==> config.mk <==
export PLATFORM = sky130hd
export DESIGN_NAME = cal_set_ctrl
export DESIGN_NICKNAME = d
export VERILOG_FILES = /design/src/rtl/cal_set_ctrl_pkg.sv /design/src/rtl/cal_set_ctrl_key_debounce.sv /design/src/rtl/cal_set_ctrl.sv
export SDC_FILE = /design/constraint.sdc
export NUM_CORES = 1
export LEC_CHECK = 0
export CAP_MARGIN = 25
export CORE_ASPECT_RATIO = 0.75
export CORE_MARGIN = 10
export CORE_UTILIZATION = 50
export DETAILED_ROUTE_END_ITERATION = 6
export PLACE_DENSITY = 0.78
export SYNTH_ARGS = -nofsm -noshare
export SYNTH_HDL_FRONTEND = slang
export SYNTH_SLANG_ARGS = --single-unit
==> constraint.sdc <==
create_clock -name clk_in -period 4.6 [get_ports clk_in]
set_clock_uncertainty 0.1 [all_clocks]
set_input_delay 0.69 -clock clk_in [delete_from_list [all_inputs] [get_ports clk_in]]
set_output_delay 0.69 -clock clk_in [all_outputs]
set_load 0.01 [all_outputs]
==> src/rtl/cal_set_ctrl_pkg.sv <==
// Shared field codes, FSM states and blink-mask constants for cal_set_ctrl.
package cal_set_ctrl_pkg;

  typedef enum logic {
    ST_RUN  = 1'b0,
    ST_EDIT = 1'b1
  } state_t;

  typedef logic [2:0] field_t;

  localparam field_t FLD_YR   = 3'd0;
  localparam field_t FLD_MON  = 3'd1;
  localparam field_t FLD_DAY  = 3'd2;
  localparam field_t FLD_HR   = 3'd3;
  localparam field_t FLD_MIN  = 3'd4;
  localparam field_t FLD_SEC  = 3'd5;
  localparam field_t FLD_NONE = 3'd7;

  // Digit positions, bit7 = leftmost: date page YYYYMMDD, time page --HHMMSS.
  localparam logic [7:0] MASK_YR  = 8'hF0;
  localparam logic [7:0] MASK_MON = 8'h0C;
  localparam logic [7:0] MASK_DAY = 8'h03;
  localparam logic [7:0] MASK_HR  = 8'h30;
  localparam logic [7:0] MASK_MIN = 8'h0C;
  localparam logic [7:0] MASK_SEC = 8'h03;

  function automatic logic [7:0] field_mask(input field_t f);
    logic [7:0] m;
    m = '0;
    case (f)
      FLD_YR:  m = MASK_YR;
      FLD_MON: m = MASK_MON;
      FLD_DAY: m = MASK_DAY;
      FLD_HR:  m = MASK_HR;
      FLD_MIN: m = MASK_MIN;
      FLD_SEC: m = MASK_SEC;
      default: m = '0;
    endcase
    return m;
  endfunction

  // Time page holds hour/min/sec; date page holds year/month/day.
  function automatic logic field_page(input field_t f);
    return (f == FLD_HR) || (f == FLD_MIN) || (f == FLD_SEC);
  endfunction

endpackage

==> src/rtl/cal_set_ctrl_key_debounce.sv <==
// Single-key debouncer: a new level is accepted after DEB_MS consecutive
// tick samples that differ from the current level. raw is expected to be
// already synchronous to clk_in.
module key_debounce #(
  parameter int unsigned DEB_MS = 20
) (
  input  logic clk_in,
  input  logic rst,
  input  logic tick,
  input  logic raw,
  output logic level,
  output logic press
);

  localparam int unsigned CW = (DEB_MS < 2) ? 1 : $clog2(DEB_MS + 1);

  logic [CW-1:0] cnt_q;

  // Count differing samples; any sample equal to the level restarts the run.
  always_ff @(posedge clk_in) begin
    if (rst) begin
      level <= 1'b0;
      press <= 1'b0;
      cnt_q <= '0;
    end else begin
      press <= 1'b0;
      if (tick) begin
        if (raw != level) begin
          if (cnt_q == CW'(DEB_MS - 1)) begin
            level <= raw;
            press <= raw;
            cnt_q <= '0;
          end else begin
            cnt_q <= cnt_q + CW'(1);
          end
        end else begin
          cnt_q <= '0;
        end
      end
    end
  end

endmodule

==> src/rtl/cal_set_ctrl.sv <==
// Key-driven edit-mode controller for the calendar datapath: field cursor,
// increment strobes with hold-to-repeat, idle timeout and blink mask.
module cal_set_ctrl
  import cal_set_ctrl_pkg::*;
#(
  parameter int unsigned DEB_MS     = 20,
  parameter int unsigned HOLD_MS    = 1000,
  parameter int unsigned REPEAT_MS  = 250,
  parameter int unsigned TIMEOUT_MS = 10000
) (
  input  logic       clk_in,
  input  logic       rst,
  input  logic       tick_1khz,
  input  logic       tick_2hz,
  input  logic [1:0] key,
  output logic       edit_active,
  output logic [2:0] field_sel,
  output logic       inc_stb,
  output logic       page,
  output logic [7:0] blink_mask
);

  localparam int unsigned HW = $clog2(HOLD_MS + 1);
  localparam int unsigned RW = (REPEAT_MS < 2) ? 1 : $clog2(REPEAT_MS + 1);
  localparam int unsigned IW = $clog2(TIMEOUT_MS + 1);

  logic [1:0] level, press;

  key_debounce #(.DEB_MS(DEB_MS)) u_deb_mode (
    .clk_in (clk_in),
    .rst    (rst),
    .tick   (tick_1khz),
    .raw    (key[0]),
    .level  (level[0]),
    .press  (press[0])
  );

  key_debounce #(.DEB_MS(DEB_MS)) u_deb_inc (
    .clk_in (clk_in),
    .rst    (rst),
    .tick   (tick_1khz),
    .raw    (key[1]),
    .level  (level[1]),
    .press  (press[1])
  );

  state_t        state_q, state_d;
  field_t        field_q, field_d;
  logic          page_q, page_d;
  logic          phase_q, phase_d;
  logic          inc_q, inc_d;
  logic [IW-1:0] idle_q, idle_d;
  logic [HW-1:0] hold_q;
  logic [RW-1:0] rep_q;
  logic          holding, hold_sat, rep_fire, field_chg, timeout;

  assign holding   = (state_q == ST_EDIT) && level[1];
  assign hold_sat  = (hold_q == HW'(HOLD_MS));
  assign field_chg = (field_d != field_q);
  assign timeout   = (idle_q == IW'(TIMEOUT_MS));

  // Repeat fires on the HOLD_MS-th held tick, then every REPEAT_MS ticks.
  always_comb begin
    rep_fire = 1'b0;
    if (holding && tick_1khz) begin
      if (!hold_sat)
        rep_fire = (hold_q == HW'(HOLD_MS - 1));
      else
        rep_fire = (rep_q == RW'(REPEAT_MS - 1));
    end
  end

  // Hold/repeat counters: cleared on release, leaving EDIT or any field change.
  always_ff @(posedge clk_in) begin
    if (rst || !holding || field_chg) begin
      hold_q <= '0;
      rep_q  <= '0;
    end else if (tick_1khz) begin
      if (!hold_sat)
        hold_q <= hold_q + HW'(1);
      else if (rep_q == RW'(REPEAT_MS - 1))
        rep_q <= '0;
      else
        rep_q <= rep_q + RW'(1);
    end
  end

  // FSM state and cursor registers.
  always_ff @(posedge clk_in) begin
    if (rst) begin
      state_q <= ST_RUN;
      field_q <= FLD_NONE;
      page_q  <= 1'b0;
      phase_q <= 1'b0;
      inc_q   <= 1'b0;
      idle_q  <= '0;
    end else begin
      state_q <= state_d;
      field_q <= field_d;
      page_q  <= page_d;
      phase_q <= phase_d;
      inc_q   <= inc_d;
      idle_q  <= idle_d;
    end
  end

  // Next state: a key[0] press or timeout takes priority and suppresses inc_stb.
  always_comb begin
    state_d = state_q;
    field_d = field_q;
    page_d  = page_q;
    phase_d = phase_q;
    idle_d  = idle_q;
    inc_d   = 1'b0;
    case (state_q)
      ST_RUN: begin
        idle_d = '0;
        if (press[0]) begin
          state_d = ST_EDIT;
          field_d = FLD_YR;
          page_d  = 1'b0;
          phase_d = 1'b0;
        end
      end
      ST_EDIT: begin
        if (tick_2hz)
          phase_d = ~phase_q;
        if (press[0] || press[1])
          idle_d = '0;
        else if (tick_1khz && !timeout)
          idle_d = idle_q + IW'(1);

        if (press[0]) begin
          if (field_q == FLD_SEC) begin
            state_d = ST_RUN;
            field_d = FLD_NONE;
            phase_d = 1'b0;
          end else begin
            field_d = field_q + 3'd1;
            page_d  = field_page(field_q + 3'd1);
          end
        end else if (timeout) begin
          state_d = ST_RUN;
          field_d = FLD_NONE;
          phase_d = 1'b0;
        end else if (press[1] || rep_fire) begin
          inc_d = 1'b1;
        end
      end
      default: begin
        state_d = ST_RUN;
        field_d = FLD_NONE;
      end
    endcase
  end

  // Output decode; the mask blanks the selected field during the odd blink phase.
  always_comb begin
    blink_mask = '0;
    if (state_q == ST_EDIT && phase_q)
      blink_mask = field_mask(field_q);
  end

  assign edit_active = (state_q == ST_EDIT);
  assign field_sel   = field_q;
  assign inc_stb     = inc_q;
  assign page        = page_q;

endmodule

; ---- Yosys cells after proc, flatten, opt, wreduce, memory -nomap -nowiden
; Index checks and enable logic that the tools add are counted.
[word_totals]
out_inout_bits = 14
regBits = 53
elab_cells = 104
input_bits = 6
[op_classes]
eq_ne = 21
n_mux = 32
bitwise = 8
n_reduce_logical = 23
add_sub_neg = 6
[ops]
columns = op, count
row1 = 8-bit one-hot mux with 4 select lines, 1
row2 = 14-bit 2-to-1 mux, 2
row3 = 14-bit one-hot mux with 2 select lines, 1
row4 = "10-bit == test, second input constant", 2
row5 = 5-bit 2-to-1 mux, 4
row6 = 8-bit 2-to-1 mux, 2
row7 = "14-bit by 1-bit adder with 14-bit output, second input constant", 1
row8 = "14-bit == test, second input constant", 1
row9 = 1-bit 2-to-1 mux, 14
row10 = "3-bit == test, second input constant", 4
row11 = 3-bit 2-to-1 mux, 4
row12 = 4-bit OR reduction, 3
row13 = "10-bit by 1-bit adder with 10-bit output, second input constant", 1
row14 = "5-bit by 1-bit adder with 5-bit output, second input constant", 2
row15 = "5-bit == test, second input constant", 2
row16 = "3-bit by 2-bit == test with 1-bit output, second input constant", 3
row17 = 3-bit AND reduction, 3
row18 = "8-bit by 1-bit adder with 8-bit output, second input constant", 1
row19 = "8-bit == test, second input constant", 1
row20 = 1-bit NOT, 8
row21 = 1-bit logical OR, 6
row22 = 1-bit one-hot mux with 2 select lines, 3
row23 = 3-bit one-hot mux with 2 select lines, 1
row24 = 1-bit logical AND, 4
row25 = 11 further kinds, 16

; ---- Depth between registers and ports, before layout
[depth]
word_depth = 7
ltp_mapped = 10
ltp_nobuf = 7

; ---- Cells and area by module
; From an unflattened synthesis, not the netlist that was laid out.
[hier_totals]
hier_cells = 353
hier_area_um2 = 3004.1
[modules_own_cells]
columns = mod, cells_per_inst, instances, area_each_um2, seq_area_each_um2
row1 = cal_set_ctrl, 269, 1, 2263.4, 780.7
row2 = key_debounce, 42, 2, 370.4, 140.1

; ---- Worst setup path before layout
; Ideal clock, no wire load.
[synth_path]
path_type = reg2reg
startpoint = register field_q[2] (netlist: field_sel[2])
endpoint = register rep_q[2]
path_buffers = 3
slack_ns = 2.266
period_less_slack_ns = 2.334
setup_ns = 0.070
stages_incl_launch_ff = 11
t_arrival_ns = 2.164
required_time_ns = 4.430
cell_sequence = dfxtp_1 > buf_2 > inv_1 > ha_1 > nor2b_1 > a2bb2oi_1 > a221o_1 > a221o_2 > buf_6 > buf_12 > a21oi_1
[synth_between]
elab_chain_len = 6
word_cells_on_any_way = 9
cone_classes = add/sub (1) / eq/ne (2) / mux (5) / reduce/logical (1)
[synth_rtl]
columns = item, line
row1 = start: declaration, cal_set_ctrl.sv:48  ; field_t field_q, field_d;
row2 = start signal: assignment, cal_set_ctrl.sv:99  ; field_q <= field_d;
row3 = 3-bit by 1-bit adder with 3-bit output or 3-bit == test (tied branches), "cal_set_ctrl.sv:139, cal_set_ctrl.sv:134"
row4 = 3-bit 2-to-1 mux, cal_set_ctrl.sv:134  ; if (field_q == FLD_SEC) begin
row5 = 3-bit 2-to-1 mux, cal_set_ctrl.sv:133  ; if (press[0]) begin
row6 = 3-bit one-hot mux with 2 select lines, cal_set_ctrl.sv:115  ; case (state_q)
row7 = 3-bit inequality test (*), cal_set_ctrl.sv:59  ; assign field_chg = (field_d != field_q);
row8 = 1-bit logical OR (*), cal_set_ctrl.sv:75  ; if (rst || !holding || field_chg) begin
row9 = end signal: assignment, cal_set_ctrl.sv:84  ; rep_q <= rep_q + RW'(1);
row10 = end: declaration, cal_set_ctrl.sv:54  ; logic [RW-1:0] rep_q;
; Mark *: on every way between the ends. The rest lies on a longest branch, timed or not.
; A chain may end at the register's enable or synchronous reset.

; ---- Worst setup path after layout
[layout_path]
startpoint = register state_q (netlist: edit_active)
endpoint = output blink_mask[7]
[layout_between]
elab_chain_len = 2
[layout_rtl]
columns = item, line
row1 = start: declaration, cal_set_ctrl.sv:47  ; state_t state_q, state_d;
row2 = start signal: assignment, cal_set_ctrl.sv:98  ; state_q <= state_d;
row3 = 1-bit logical AND, cal_set_ctrl.sv:160  ; if (state_q == ST_EDIT && phase_q)
row4 = 8-bit 2-to-1 mux, cal_set_ctrl.sv:160
row5 = end: declaration, cal_set_ctrl.sv:20  ; output logic [7:0] blink_mask
; Every way passes these cells.

==> reports/metrics.yaml <==
final_layout:
  final_common_cell: "dfxtp_1"
  multi_input_area_um2: 1690
  fillers: 499
  final_cell_mix: "53 x dfxtp_1, 42 x nand2_1, 41 x nor2_1"
  drive_gt1_frac: 0.0674
  seq_area_um2: 1060
  nets: 377
  final_util: 0.581
  antennaDiodeCount: 0
  instances_no_fill: 431
  areaGrowthSynthToFinish_pct: 9.95
place:
  port_buffers: 19
  dpl.cell_count: 423
  dp_hpwl_mm: 4.12
  routabilityCongestion: 0.791
route:
  antenna_left: 0
  wire_per_inst_um: 13.2
  totalWireLength_mm: 5.67
  avgViaCountPerCell: 5.45
  num_vias: 2347
  drc: 0
  drt_iter0_markers: 65
  first_pass_iters: 4
global_routing:
  grt_pass1_vias: 2244
  grt_max_degree: 25
  grt_usage: 0.125
  overflow: 0
  grt_pass1_wl_mm: 9.92
  antenna_found_initial: 0
sta:
  finalHoldViolCount: 0
  finalMaxSlewViolations: 0
  grt_setup_unrepaired: "false"
  fin_crit_ns: 2.81
  setup_viol: 0
  tightestPinTransition_ns: 0.594
  slew_headroom: 0.603
  tns_ns: 0
  period_share: 0.610
  max_freq_ghz: 0.356
synthesis:
  seq_area_frac_synth: 0.365
  synth_cell_types: 51
  async_flop_share: 0
  ys_ff_latch: 53
  syn_area_per_cell_um2: 8.47
  syn_inst: 343
  synthesis.area_um2: 2900
  ys.flop_type: "dfxtp_1"
  synth_edf_count: 0
  syn_nets: 365
  yosysWarnings: 0
worst_setup_path:
  start_kind: "register"
  rrSetupSlack_ns: 2.08
  critPathMaxStageDelay_ns: 0.60
  timing.rr.start: "field_sel[2]"
  critPathCaptureType: "primary output"
  critPathSlowestCell: "dfxtp_1"
  crit_path_cell_trace: "nand2_1 > nor3b_1 > clkdlybuf4s50_1"
  timing.rr.end: "rep_q[7]"
  critPathMaxFanout: 14
  crit_required_ns: 3.81
  arrival_ns: 2.02
  reg2regPathDepth: 7
  critPathKind: "reg -> out"
power:
  leakage_nw: 1.12
  swShare: 0.219
  power_switching_w: 0.000167
  p_comb_frac: 0.033
  power.sequential.fraction: 0.608
  p_per_area_nw_per_um2: 238
  internal_power_w: 0.000593
  clkPwrFrac: 0.359
  ir_worst_vdd_uv: 160
clocking:
  cts_buffers: 5
  cts_tree: "done"
  clk_pin_slew_ns: 0.10
  cts.repair.resized: 0
  postCtsSetupBuffers: 0
  insertion_delay_ns: 0.31
  clock_path_buffers: 2
  root_buffer: "clkbuf_8"
  cts.sinks: 53
  holdBufCountCts: 0
  h-tree-depth: 2
floorplan:
  boundaryPins: 20
  die_x_um: 108
  dieArea_um2: 9290
  die_h_um: 86
  floorplan.initialDensity: 0.528
  num_rows: 23
  core_area_um2: 5500
min_path:
  hold_path_depth: 1
  hp-class: "reg -> reg"
  hold_end: "u_deb_mode.press"
  hold_start: "u_deb_mode.level"
run:
  max_cap_violations: 0
status:
  status: "complete, no violations"
-- layout make-up --
| type | instances | area share |
|---|---|---|
| well taps | 75 | 0.0294 |
| repair buffers | 20 | 0.0619 |
| clock buffers | 6 | 0.0259 |
| inverters | 15 | 0.0176 |
| multi-input cells | 260 | 0.529 |
| flip-flops and latches | 53 | 0.332 |
| clock inverters | 2 | 0.00431 |
-- flip-flops by register name, indices dropped and copies added, names as in the netlist --
signal,cells
idle_q,14
hold_q,10
rep_q,8
u_deb_inc.cnt_q,5
u_deb_mode.cnt_q,5
field_sel,3
edit_active,1
inc_stb,1
page,1
phase_q,1
u_deb_inc.level,1
u_deb_inc.press,1
u_deb_mode.level,1
u_deb_mode.press,1
-- per-stage QoR --
| step | hold WS, ns | power, W | cell area [µm²] | setup WS, ns |
|---|---|---|---|---|
| 6_report | 0.380 | 0.000759 | 3190 | 1.79 |
| 5_1_grt | 0.418 | 0.000787 | 3190 | 1.65 |
| 4_1_cts | 0.377 | 0.000768 | 3190 | 1.78 |
| 3_5_place_dp | 0.364 | 0.000497 | 3100 | 1.77 |
| 3_3_place_gp | 0.360 | 0.000497 | 3100 | 1.80 |
| 2_1_floorplan | 0.328 | 0.000487 | 2900 | 2.27 |
-- power groups by stage --
stage / combinational (W) / clock [W] / sequential [W]
after detailed placement: 0.0000253 / 0 / 0.000472
after floorplan: 0.0000150 / 0 / 0.000472
final: 0.0000253 / 0.000273 / 0.000461
after global routing: 0.0000280 / 0.000297 / 0.000462
after global placement: 0.0000247 / 0 / 0.000472
after CTS: 0.0000254 / 0.000282 / 0.000461
-- worst max path at each step --
stage	startpoint	endpoint	slack [ns]	cells after the start
after floorplan	field_sel[2]	rep_q[2]	2.27	10
after global placement	tick_1khz	rep_q[4]	1.80	5
after detailed placement	tick_1khz	rep_q[4]	1.77	5
after CTS	edit_active	blink_mask[7]	1.78	3
after global routing	edit_active	blink_mask[7]	1.65	3
final	edit_active	blink_mask[7]	1.79	3
-- kinds of logic after synthesis --
| logic type | synth area share |
|---|---|
| AND/OR/NAND/NOR | 0.287 |
| AO/OA/AOI/OAI | 0.137 |
| flip-flops | 0.365 |
| buffers and inverters | 0.0534 |
| XOR/XNOR | 0.0814 |
| adder cells (fa/ha/maj) | 0.0689 |
| multiplexers | 0.00689 |
-- metal layers --
metal	routed length (µm)	GRT usage
met1	2880	0.166
met5	0	0
met2	2380	0.187
met4	63	0.0436
met3	348	0.0344
-- critical path: cells and delay by family (launching register included) --
family / cells / cell delay, ns
buffers and inverters: 1 / 0.60
DFF: 1 / 0.60
and+or+nand+nor: 2 / 0.51
-- synthesized netlist by cell type (all sizes together), types with 2 or more instances --
cell type	number	area, µm²
nand4b	2	17.5
a31oi	2	12.5
nand2b	3	18.8
inv	15	56.3
a21oi	24	120
a221o	4	42.5
ha	16	200
nand4bb	2	38.8
nor3	11	55.1
or4	3	22.5
or4b	3	33.8
and2	2	12.5
clkbuf	6	22.5
and3	4	25.0
or3	5	31.3
nand3	14	70.1
nor2b	2	12.5
and4	2	17.5
nor4	5	46.3
a32oi	2	17.5
or3b	4	35.0
dfxtp	53	1060
nor2	41	154
nand2	42	158
o21ai	14	70.1
xor2	13	114
and3b	2	17.5
nand4	8	50.1
buf	9	76.3
xnor2	14	123
mux2i	2	20.0
o21a	2	15.0
Note: power is estimated with default switching activity, not from simulation.
